**src/rtl/load_store_unit_if.sv**
```systemverilog
// -----------------------------------------------------------------------------
// load_store_unit_if
//   Bundles the CPU-side request/response handshake and the memory data port
//   of the load/store unit into a single interface.
//
//   Signals
//     req_valid  : request present (CPU -> LSU)
//     req_ready  : LSU can accept a request (LSU -> CPU)
//     req_we     : 1 = store, 0 = load
//     req_size   : 00 byte, 01 half, 10 word, 11 illegal
//     req_signed : sign-extend a sub-word load
//     req_addr   : byte address
//     req_wdata  : right-aligned store data
//     rsp_valid  : one-cycle response pulse
//     rsp_rdata  : load result (0 for stores and errors)
//     rsp_err    : request rejected, qualified by rsp_valid
//     mem_addr   : word-aligned memory address
//     mem_wdata  : memory write data
//     mem_rdata  : memory read data, combinational from mem_addr
//     mem_wr_en  : memory write enable
//
//   Modports
//     slave  : the load/store unit itself
//     master : the environment around it (CPU control FSM plus memory)
// -----------------------------------------------------------------------------
interface load_store_unit_if;
  logic        req_valid;
  logic        req_ready;
  logic        req_we;
  logic [1:0]  req_size;
  logic        req_signed;
  logic [31:0] req_addr;
  logic [31:0] req_wdata;

  logic        rsp_valid;
  logic [31:0] rsp_rdata;
  logic        rsp_err;

  logic [31:0] mem_addr;
  logic [31:0] mem_wdata;
  logic [31:0] mem_rdata;
  logic        mem_wr_en;

  modport slave (
    input  req_valid, req_we, req_size, req_signed, req_addr, req_wdata,
    input  mem_rdata,
    output req_ready, rsp_valid, rsp_rdata, rsp_err,
    output mem_addr, mem_wdata, mem_wr_en
  );

  modport master (
    output req_valid, req_we, req_size, req_signed, req_addr, req_wdata,
    output mem_rdata,
    input  req_ready, rsp_valid, rsp_rdata, rsp_err,
    input  mem_addr, mem_wdata, mem_wr_en
  );
endinterface

```
**src/rtl/load_store_unit.sv**
```systemverilog
// -----------------------------------------------------------------------------
// load_store_unit
//   Sequences one load or store at a time from the CPU datapath into the
//   unified 16 KiB word-addressed memory. Byte and halfword stores are done
//   as read-modify-write because the memory only writes whole words. Loads
//   are sign- or zero-extended. Misaligned or out-of-range requests are
//   rejected with an error response and never touch memory.
//
//   Ports
//     clk   : system clock, all state updates on the rising edge
//     rst_n : synchronous active-low reset
//     bus   : request/response handshake and memory data port
//             (see load_store_unit_if)
//
//   Sequence per request
//     IDLE -> RESP                       illegal request (1 edge)
//     IDLE -> ACCESS -> RESP             load or word store (2 edges)
//     IDLE -> ACCESS -> WRITE -> RESP    byte/half store (3 edges)
// -----------------------------------------------------------------------------
module load_store_unit (
  input  logic               clk,
  input  logic               rst_n,
  load_store_unit_if.slave   bus
);

  typedef enum logic [1:0] {
    IDLE   = 2'd0,
    ACCESS = 2'd1,
    WRITE  = 2'd2,
    RESP   = 2'd3
  } state_t;

  localparam logic [1:0] SZ_BYTE = 2'b00;
  localparam logic [1:0] SZ_HALF = 2'b01;
  localparam logic [1:0] SZ_WORD = 2'b10;

  state_t state_q;
  state_t state_d;

  // Latched request
  logic        we_q;
  logic [1:0]  size_q;
  logic        signed_q;
  logic [31:0] addr_q;
  logic [31:0] wdata_q;
  logic        err_q;

  // Load result and RMW merged word
  logic [31:0] result_q;
  logic [31:0] merged_q;

  logic        accept;
  logic        req_illegal;
  logic [31:0] load_ext;
  logic [31:0] merged;

  // ---------------------------------------------------------------------------
  // Request legality, evaluated on the live request in IDLE.
  // ---------------------------------------------------------------------------
  always_comb begin
    // NOTE: every signal assigned in a combinational block gets a default
    // first, so no path leaves it unassigned and no latch is inferred.
    req_illegal = 1'b0;
    if (|bus.req_addr[31:14]) begin
      req_illegal = 1'b1;
    end
    case (bus.req_size)
      SZ_BYTE: ;
      SZ_HALF: if (bus.req_addr[0])        req_illegal = 1'b1;
      SZ_WORD: if (|bus.req_addr[1:0])     req_illegal = 1'b1;
      default: req_illegal = 1'b1;
    endcase
  end

  assign accept = (state_q == IDLE) && bus.req_valid;

  // ---------------------------------------------------------------------------
  // Lane extraction / extension for loads, lane merge for sub-word stores.
  // Little-endian: byte k lives at bits [8k+7:8k], half h at [16h+15:16h].
  // ---------------------------------------------------------------------------
  always_comb begin
    logic [7:0]  byte_lane;
    logic [15:0] half_lane;
    logic [4:0]  shift;
    logic [31:0] lane_mask;
    logic [31:0] lane_data;

    byte_lane = 8'h00;
    case (addr_q[1:0])
      2'd0:    byte_lane = bus.mem_rdata[7:0];
      2'd1:    byte_lane = bus.mem_rdata[15:8];
      2'd2:    byte_lane = bus.mem_rdata[23:16];
      default: byte_lane = bus.mem_rdata[31:24];
    endcase
    half_lane = addr_q[1] ? bus.mem_rdata[31:16] : bus.mem_rdata[15:0];

    case (size_q)
      SZ_BYTE: load_ext = signed_q ? {{24{byte_lane[7]}}, byte_lane}
                                   : {24'h000000, byte_lane};
      SZ_HALF: load_ext = signed_q ? {{16{half_lane[15]}}, half_lane}
                                   : {16'h0000, half_lane};
      default: load_ext = bus.mem_rdata;
    endcase

    // Sub-word store: clear the target lane of the current word and OR in
    // the right-aligned store data shifted into place.
    if (size_q == SZ_HALF) begin
      shift     = {addr_q[1], 4'b0000};
      lane_mask = 32'h0000_FFFF << shift;
    end else begin
      shift     = {addr_q[1:0], 3'b000};
      lane_mask = 32'h0000_00FF << shift;
    end
    lane_data = wdata_q << shift;
    merged    = (bus.mem_rdata & ~lane_mask) | (lane_data & lane_mask);
  end

  // ---------------------------------------------------------------------------
  // FSM: state register
  // ---------------------------------------------------------------------------
  always_ff @(posedge clk) begin
    // NOTE: sequential state is always updated with non-blocking assignments
    // so every register samples the pre-edge values of its neighbours.
    if (!rst_n) begin
      state_q <= IDLE;
    end else begin
      state_q <= state_d;
    end
  end

  // ---------------------------------------------------------------------------
  // FSM: next state
  // ---------------------------------------------------------------------------
  always_comb begin
    state_d = state_q;
    case (state_q)
      IDLE:   if (bus.req_valid) state_d = req_illegal ? RESP : ACCESS;
      ACCESS: state_d = (we_q && (size_q != SZ_WORD)) ? WRITE : RESP;
      WRITE:  state_d = RESP;
      RESP:   state_d = IDLE;
      default: state_d = IDLE;
    endcase
  end

  // ---------------------------------------------------------------------------
  // Datapath registers: request latch, load result, merged word.
  // ---------------------------------------------------------------------------
  always_ff @(posedge clk) begin
    // NOTE: the whole datapath is cleared on reset, not just the FSM, so that
    // mem_addr and the response fields come out of reset at a defined 0.
    if (!rst_n) begin
      we_q     <= 1'b0;
      size_q   <= 2'b00;
      signed_q <= 1'b0;
      addr_q   <= 32'h0;
      wdata_q  <= 32'h0;
      err_q    <= 1'b0;
      result_q <= 32'h0;
      merged_q <= 32'h0;
    end else begin
      case (state_q)
        IDLE: begin
          if (accept) begin
            we_q     <= bus.req_we;
            size_q   <= bus.req_size;
            signed_q <= bus.req_signed;
            addr_q   <= bus.req_addr;
            wdata_q  <= bus.req_wdata;
            err_q    <= req_illegal;
            // Stores and errors respond with zero data.
            result_q <= 32'h0;
          end
        end
        ACCESS: begin
          if (!we_q) begin
            result_q <= load_ext;
          end else begin
            merged_q <= merged;
          end
        end
        default: ;
      endcase
    end
  end

  // ---------------------------------------------------------------------------
  // FSM: outputs. Handshake strobes are forced low while rst_n is asserted so
  // a reset in ACCESS or WRITE cannot leak a write or a response.
  // ---------------------------------------------------------------------------
  always_comb begin
    bus.req_ready = 1'b0;
    bus.mem_wr_en = 1'b0;
    bus.rsp_valid = 1'b0;
    bus.rsp_err   = 1'b0;
    bus.rsp_rdata = 32'h0;
    bus.mem_addr  = {addr_q[31:2], 2'b00};
    bus.mem_wdata = (state_q == WRITE) ? merged_q : wdata_q;

    case (state_q)
      IDLE:   bus.req_ready = rst_n;
      ACCESS: bus.mem_wr_en = rst_n && we_q && (size_q == SZ_WORD);
      WRITE:  bus.mem_wr_en = rst_n;
      RESP: begin
        bus.rsp_valid = rst_n;
        bus.rsp_err   = rst_n && err_q;
        bus.rsp_rdata = rst_n ? result_q : 32'h0;
      end
      default: ;
    endcase
  end

endmodule

```
**src/flat_wrapper.sv**
```systemverilog
// flat-port wrapper written by rule: the top's interface ports become plain ports
module load_store_unit_flat 
  (clk, rst_n, bus_req_valid, bus_req_we, bus_req_size, bus_req_signed, bus_req_addr, bus_req_wdata, bus_mem_rdata, bus_req_ready, bus_rsp_valid, bus_rsp_rdata, bus_rsp_err, bus_mem_addr, bus_mem_wdata, bus_mem_wr_en);
  load_store_unit_if bus_i ();
  input  logic clk;
  input  logic rst_n;
  input wire logic [$bits(bus_i.req_valid)-1:0] bus_req_valid;
  input wire logic [$bits(bus_i.req_we)-1:0] bus_req_we;
  input wire logic [$bits(bus_i.req_size)-1:0] bus_req_size;
  input wire logic [$bits(bus_i.req_signed)-1:0] bus_req_signed;
  input wire logic [$bits(bus_i.req_addr)-1:0] bus_req_addr;
  input wire logic [$bits(bus_i.req_wdata)-1:0] bus_req_wdata;
  input wire logic [$bits(bus_i.mem_rdata)-1:0] bus_mem_rdata;
  output wire logic [$bits(bus_i.req_ready)-1:0] bus_req_ready;
  output wire logic [$bits(bus_i.rsp_valid)-1:0] bus_rsp_valid;
  output wire logic [$bits(bus_i.rsp_rdata)-1:0] bus_rsp_rdata;
  output wire logic [$bits(bus_i.rsp_err)-1:0] bus_rsp_err;
  output wire logic [$bits(bus_i.mem_addr)-1:0] bus_mem_addr;
  output wire logic [$bits(bus_i.mem_wdata)-1:0] bus_mem_wdata;
  output wire logic [$bits(bus_i.mem_wr_en)-1:0] bus_mem_wr_en;
  assign bus_i.req_valid = bus_req_valid;
  assign bus_i.req_we = bus_req_we;
  assign bus_i.req_size = bus_req_size;
  assign bus_i.req_signed = bus_req_signed;
  assign bus_i.req_addr = bus_req_addr;
  assign bus_i.req_wdata = bus_req_wdata;
  assign bus_i.mem_rdata = bus_mem_rdata;
  assign bus_req_ready = bus_i.req_ready;
  assign bus_rsp_valid = bus_i.rsp_valid;
  assign bus_rsp_rdata = bus_i.rsp_rdata;
  assign bus_rsp_err = bus_i.rsp_err;
  assign bus_mem_addr = bus_i.mem_addr;
  assign bus_mem_wdata = bus_i.mem_wdata;
  assign bus_mem_wr_en = bus_i.mem_wr_en;
  load_store_unit u_core (.clk(clk), .rst_n(rst_n), .bus(bus_i));
endmodule
```
**config.mk**
```make
export PLATFORM = sky130hd
export DESIGN_NAME = load_store_unit_flat
export DESIGN_NICKNAME = d
export VERILOG_FILES = /design/src/rtl/load_store_unit_if.sv /design/src/rtl/load_store_unit.sv /design/src/flat_wrapper.sv
export SDC_FILE = /design/constraint.sdc
export NUM_CORES = 1
export LEC_CHECK = 0
export BUFFER_PORTS_ARGS = -buffer_cell sky130_fd_sc_hd__buf_4
export CORE_MARGIN = 2
export CORE_UTILIZATION = 25
export CTS_CLUSTER_DIAMETER = 120
export DETAILED_ROUTE_END_ITERATION = 10
export PLACE_DENSITY_LB_ADDON = 0.15
export SYNTH_ARGS = -nofsm -noshare
export SYNTH_HDL_FRONTEND = slang
export SYNTH_SLANG_ARGS = --single-unit
```
**constraint.sdc**
```tcl
create_clock -name clk -period 2.4 [get_ports clk]
set_input_delay 0.36 -clock clk [delete_from_list [all_inputs] [get_ports clk]]
set_output_delay 0.36 -clock clk [all_outputs]
set_load 0.02 [all_outputs]
```
==> results.md, run 1 <==
- Antenna violations before repair: 0
- Final WL: between 20000 and 25000 um
- Critical path class: register to output port
- Util after Layout: 0.338
- Root buf cell: clkbuf_16
- Post-DRT Antenna Nets: 0
- DRC Markers: 0
- RSZ-0062 raised after global routing: false
- Number of global-route vias before repair: approximately 6k
- Register area: 0.00270 mm2
- IO Port Bufs: 200
- Max Clk Rate: 0.448 GHz
- Setup Skew: a little under 0.009 ns
- Reg2Reg Setup Slack: between 0.3 and 0.4 ns
- Final Cell Area: between 0.008 and 0.009 mm2
- Cells on Worst Hold Path: 3
- Sink Count: 135
- Commonest non-fill, non-tap cell in the layout: buf_4
- Status: complete, no violations
- Avg Vias per Cell: 4.77
- Worst hold path startpoint: bus_req_addr[10]
- Multi-input logic area: about 0.0035 mm2
- First drt pass iteration count: 4
- ANT cells: 0
- Max FO, Critical Path: 33
- Share of power burned in registers: 0.345
- Max VDD drop: 0.000671 V
- Crit path DAT: 1.87 ns
- Hold Path End: u_core.addr_q[10]$_SDFFE_PN0P_
- Fin crit share: 0.930
- Initial core utilization: 0.255
- Final Hold Fails: 0
- Total Power: 8.03 mW
- Worst R2R Start: u_core.state_q[1]$_SDFFE_PN0P_
- Headroom to the max-slew limit: 0.491
- Routability cong.: slightly below 0.8
- Static leakage: 3.79 nW
- Sw Share: 0.372
- Synth Warn #: 0
- I/O pin count: 203
- Clk_lat worst skew: 0.42 ns
- Postcts setup bufs: 0
- FF-to-FF End: u_core.result_q[5]$_SDFFE_PN0P_
- Post-Synthesis Cells: 826
- H-tree levels: 4
- Post-synth top area share: 0.404
- Die H: 168 um
- Distinct cells, synth: 45
- Worst Max-Slew Pin Slew: 0.759 ns
- Grt total ovfl: 0
- Area grow syn2layout: 32.2%
- Pins Over Slew Limit: 0
- Post-DP HPWL: 17200 um
- Worst reg2reg path depth: 7
- Combinational Power Share: 0.350
- Ranking of synthesized cells by area: dfxtp_1, nand2_1, a21oi_1, mux2_2, and3_1
- TritonCTS clock tree: yes
- Startpoint types: register
- Fin cells: 1316
- Final TNS setup: 0 ns
- CTS Buffer Depth: 2
- Die footprint: approximately 0.028 mm2
- Syn avg cell area: 8.11 um2
- Yosys top cell by area: dfxtp_1
- # hold bufs at CTS: 0
- GRT Total Usage: 0.167
- Nets: between 1k and 1.5k
- Number of cells upsized or downsized after cts: 0
- Row cnt: 59
- Post-Syn Area: 0.00670 mm2
- Fillers: 2810
- Clock Power Share: 0.304
- Pre-CTS WS: 0.366 ns
- Layout cell share with drive strength beyond 1: 0.301
- Core area: 0.0262 mm2
- WL/cell: 18.1 um
- Hold Path Class: input pin to register
- Hold WS: 0.184 ns
- Tmin final: around 2.2 ns
- CTS Buf Count: 17
- First DRT Iteration DRCs: 399
- Worst-path clk slew: approximately 0.060 ns
- Placed Instance Area: 0.00831 mm2
- Max_cap viols: 0
- P_sw: ~3 mW
- Power Internal: 5.04 mW
- PD cells: 908 mW/mm2
- First-pass GRT wire length: between 30000 and 40000 um
- Setup-failing EPs final: 0
- Die extent in x: ~170 um
- Setup ws final: 0.169 ns
- DR vias: approximately 6.3k
- Seq/Total Area, Yosys: 0.404
- Placed insts: 1285
- Critical Path RT: 2.04 ns
- Largest net degree at the start of global routing: 67
- Element type at the critical path end: output port
- Flops & latches, synth: 135
- Most frequent cells in the layout: buf_4, nand2_1, dfxtp_1
==> cell usage after synthesis, drive strengths merged <==
master     n
clkbuf    47
and3      42
nand4      1
a21o       7
o21ai     25
nand3      4
nor3b      1
mux4       1
a31oi      2
buf       52
conb       1
o21a       1
ha         7
o21bai     6
a21oi    100
a21boi     8
inv       10
nor2      48
mux2i     23
a32o       6
dfxtp    135
nor2b      3
a211oi    17
or3        9
nor3      18
a222oi     1
nand2    166
nor4       4
o2bb2ai   24
a2111oi    1
mux2      32
and2       4
and2b      1
o32ai     16
o221ai     1
nand2b     2
==> worst max-delay path: stages, from the launching register on <==
cell and delay (ns):
dfxtp_1 0.34, inv_1 0.08, ha_1 0.21, buf_12 0.23
mux2_2 0.40, buf_4 0.17
==> state kept, by name, summed over array words and instances (netlist names) <==
name / count
u_core.size_q: 2
u_core.merged_q: 32
u_core.we_q: 1
u_core.addr_q: 32
u_core.err_q: 1
u_core.state_q: 2
u_core.result_q: 32
u_core.signed_q: 1
u_core.wdata_q: 32
==> worst max path at each step <==
stage	startpoint	to	slack, ns	depth (start not counted)
floorplan	u_core.state_q[1]$_SDFFE_PN0P_	bus_mem_wr_en	0.50	7
global placement	u_core.state_q[0]$_SDFFE_PN0P_	u_core.result_q[5]$_SDFFE_PN0P_	0.43	7
detailed placement	u_core.state_q[1]$_SDFFE_PN0P_	u_core.result_q[5]$_SDFFE_PN0P_	0.37	7
CTS	u_core.state_q[0]$_SDFFE_PN0P_	bus_mem_wdata[11]	0.15	5
global route	u_core.state_q[0]$_SDFFE_PN0P_	bus_mem_wdata[30]	0.07	5
finish	u_core.state_q[0]$_SDFFE_PN0P_	bus_mem_wdata[11]	0.17	5
==> power by group through the flow <==
stage | Sequential [mW] | Clock (mW) | Combinational (mW)
2_1_floorplan | 2.73 | 0 | 1.94
3_3_place_gp | 2.82 | 0 | 2.85
3_5_place_dp | 2.82 | 0 | 2.84
4_1_cts | 2.78 | 2.52 | 2.85
5_1_grt | 2.82 | 2.61 | 3.10
6_report | 2.78 | 2.44 | 2.81
==> per-layer routing <==
metal | routed length [um] | global-route usage | share of wire
met1 | 11200 | 0.230 | 0.47
met2 | 10800 | 0.257 | 0.45
met3 | 1630 | 0.0513 | 0.069
met4 | 175 | 0.0329 | 0.0073
met5 | 0 | 0 | 0
==> area by class of cell <==
class                   instances  area share
clock buffers                  20      0.0527
well taps                     335      0.0474
clock inverters                11     0.00848
flip-flops and latches        135       0.305
repair buffers                222       0.191
multi-input cells             583       0.391
inverters                      10     0.00424
==> logic make-up (layout without fill, tap and decap cells) <==
kind of cell | count (synthesis) | in the layout | share of synthesized area
mux | 56 | 56 | 0.0916
simple gates | 303 | 303 | 0.203
flops | 135 | 135 | 0.404
compound gates | 215 | 215 | 0.207
fa+ha+maj | 7 | 7 | 0.0131
other cells | 1 | 2 | 0.000560
buf+inv | 109 | 263 | 0.0817
Note: power is estimated with default switching activity, not from simulation.
==> inputs of run 2 (changes only) <==
==> constraint.sdc (replaced) <==
create_clock -name clk -period 2.4 [get_ports clk]
set_input_delay 0.24 -clock clk [delete_from_list [all_inputs] [get_ports clk]]
set_output_delay 0.24 -clock clk [all_outputs]
set_load 0.02 [all_outputs]
==> run 2 against run 1 <==
Setup slack improved by 0.069 ns. Combinational power barely moved. Core utilization rose by 0.11 points. Sequential power barely moved. Non-clock buffer count down 5. Via count barely moved. Critical path type unchanged.
==> results.md, run 2 (synthesized netlist as in run 1, its figures left out) <==
- Status: complete, no violations
- Worst-path clk slew: approximately 0.060 ns
- GRT Total Usage: 0.168
- Grt total ovfl: 0
- Max_cap viols: 0
- Hold Path Class: input pin to register
- Pins Over Slew Limit: 0
- WL/cell: between 15 and 20 um
- Antenna violations before repair: 0
- DRC Markers: 0
- Fillers: 2828
- Critical path class: register to output port
- Multi-input logic area: 0.00346 mm2
- RSZ-0062 raised after global routing: false
- Post-DP HPWL: 17000 um
- DR vias: 6282
- # hold bufs at CTS: 0
- Startpoint types: register
- First drt pass iteration count: 4
- Initial core utilization: 0.255
- Crit path DAT: ~1.9 ns
- Setup-failing EPs final: 0
- Nets: between 1k and 1.5k
- CTS Buffer Depth: 2
- Layout cell share with drive strength beyond 1: 0.297
- Share of power burned in registers: 0.338
- Critical Path RT: 2.16 ns
- First-pass GRT wire length: 36500 um
- Clock Power Share: 0.322
- PD cells: 927 mW/mm2
- Fin crit share: 0.901
- CTS Buf Count: 17
- Number of global-route vias before repair: 6147
- Placed Instance Area: around 0.0083 mm2
- Fin cells: about 1.3k
- Root buf cell: clkbuf_16
- Headroom to the max-slew limit: 0.337
- Util after Layout: 0.339
- Routability cong.: roughly 0.81
- Commonest non-fill, non-tap cell in the layout: buf_4
- Max FO, Critical Path: 33
- Final Cell Area: 0.00888 mm2
- Avg Vias per Cell: approximately 4.8
- Max VDD drop: 0.000446 V
- Die extent in x: 168 um
- Row cnt: between 50 and 60
- Power Internal: 5.26 mW
- Sink Count: ~140
- Final TNS setup: 0 ns
- DRT met1 WL: 11500 um
- Setup Skew: 0.0108 ns
- Postcts setup bufs: 0
- Worst Max-Slew Pin Slew: 0.995 ns
- Final WL: 23800 um
- Area grow syn2layout: 32.6%
- Final Hold Fails: 0
- P_sw: 2.97 mW
- Tmin final: 2.16 ns
- Routed wl met2: ~11000 um
- I/O pin count: slightly above 200
- Most frequent cells in the layout: buf_4, nand2_1, dfxtp_1
- Register area: 0.00270 mm2
- IO Port Bufs: 200
- Max Clk Rate: about 0.46 GHz
- TritonCTS clock tree: yes
- Combinational Power Share: 0.340
- H-tree levels: 4
- Largest net degree at the start of global routing: 85
- Die footprint: 0.0281 mm2
- Core area: 0.0262 mm2
- Number of cells upsized or downsized after cts: 0
- Die H: between 150 and 200 um
- Metal3 WL: 1410 um
- Element type at the critical path end: output port
- Static leakage: 3.79 nW
- First DRT Iteration DRCs: 334
- Post-DRT Antenna Nets: 0
- Highest routed layer: met4
- Clk_lat worst skew: 0.42 ns
- Placed insts: 1280
- Sw Share: 0.361
- ANT cells: 0
[run 2: cell types whose count changed in the layout (fill, tap and decap cells not counted)]
cell        previous run  this run
clkinvlp_4             2         3
buf_4                220       214
inv_6                  2         0
buf_12                 2         3
bufinv_16              0         2
clkbuf_1               0         1
clkinv_2               5         3
clkinv_4               2         3
[run 2: power groups by stage]
| stage | clock network [mW] | logic (mW) | registers [mW] |
|---|---|---|---|
| after CTS | 2.73 | 2.84 | 2.79 |
| after detailed placement | 0 | 2.83 | 2.83 |
| final | 2.65 | 2.80 | 2.78 |
| after floorplan | 0 | 1.94 | 2.73 |
| after global routing | 2.84 | 3.08 | 2.83 |
| after global placement | 0 | 2.83 | 2.83 |
[run 2: worst paths after layout]
check,endpoint,depth (start not counted),from,slack (ns)
max,bus_mem_wdata[11],5,u_core.state_q[0]$_SDFFE_PN0P_,0.24
min,u_core.addr_q[12]$_SDFFE_PN0P_,3,bus_req_addr[12],0.06
max reg2reg,u_core.result_q[5]$_SDFFE_PN0P_,7,u_core.state_q[0]$_SDFFE_PN0P_,0.35
min reg2reg,u_core.wdata_q[18]$_SDFFE_PN0P_,2,u_core.wdata_q[18]$_SDFFE_PN0P_,0.45
[run 2: final cells by class]
| cell class | count | share of cell area |
|---|---|---|
| Sequential cell | 135 | 0.304 |
| Multi-Input combinational cell | 583 | 0.389 |
| Clock buffer | 21 | 0.0530 |
| Clock inverter | 11 | 0.0140 |
| Inverter | 10 | 0.00423 |
| Tap cell | 335 | 0.0472 |
| Timing Repair Buffer | 217 | 0.188 |
[run 2: metal layers]
| layer | vias to the layer above | global-route usage |
|---|---|---|
| met5 | - | 0 |
| met2 | 169 | 0.265 |
| li1 | 3140 | - |
| met1 | 2963 | 0.228 |
| met3 | 10 | 0.0529 |
| met4 | 0 | 0.0284 |
[run 2: critical path, stage by stage, from the launching register on]
cell and delay [ns]:
dfxtp_1 0.34, inv_1 0.10, ha_1 0.21, buf_12 0.23, mux2_2 0.41, buf_4 0.17
[run 2: through the flow]
stage / setup slack [ns] / hold WS (ns) / total power, mW
2_1_floorplan: 0.594 / 0.376 / 4.68
3_3_place_gp: 0.423 / 0.439 / 5.66
3_5_place_dp: 0.391 / 0.443 / 5.66
4_1_cts: 0.229 / 0.0392 / 8.35
5_1_grt: 0.152 / 0.0406 / 8.74
6_report: 0.237 / 0.0573 / 8.23
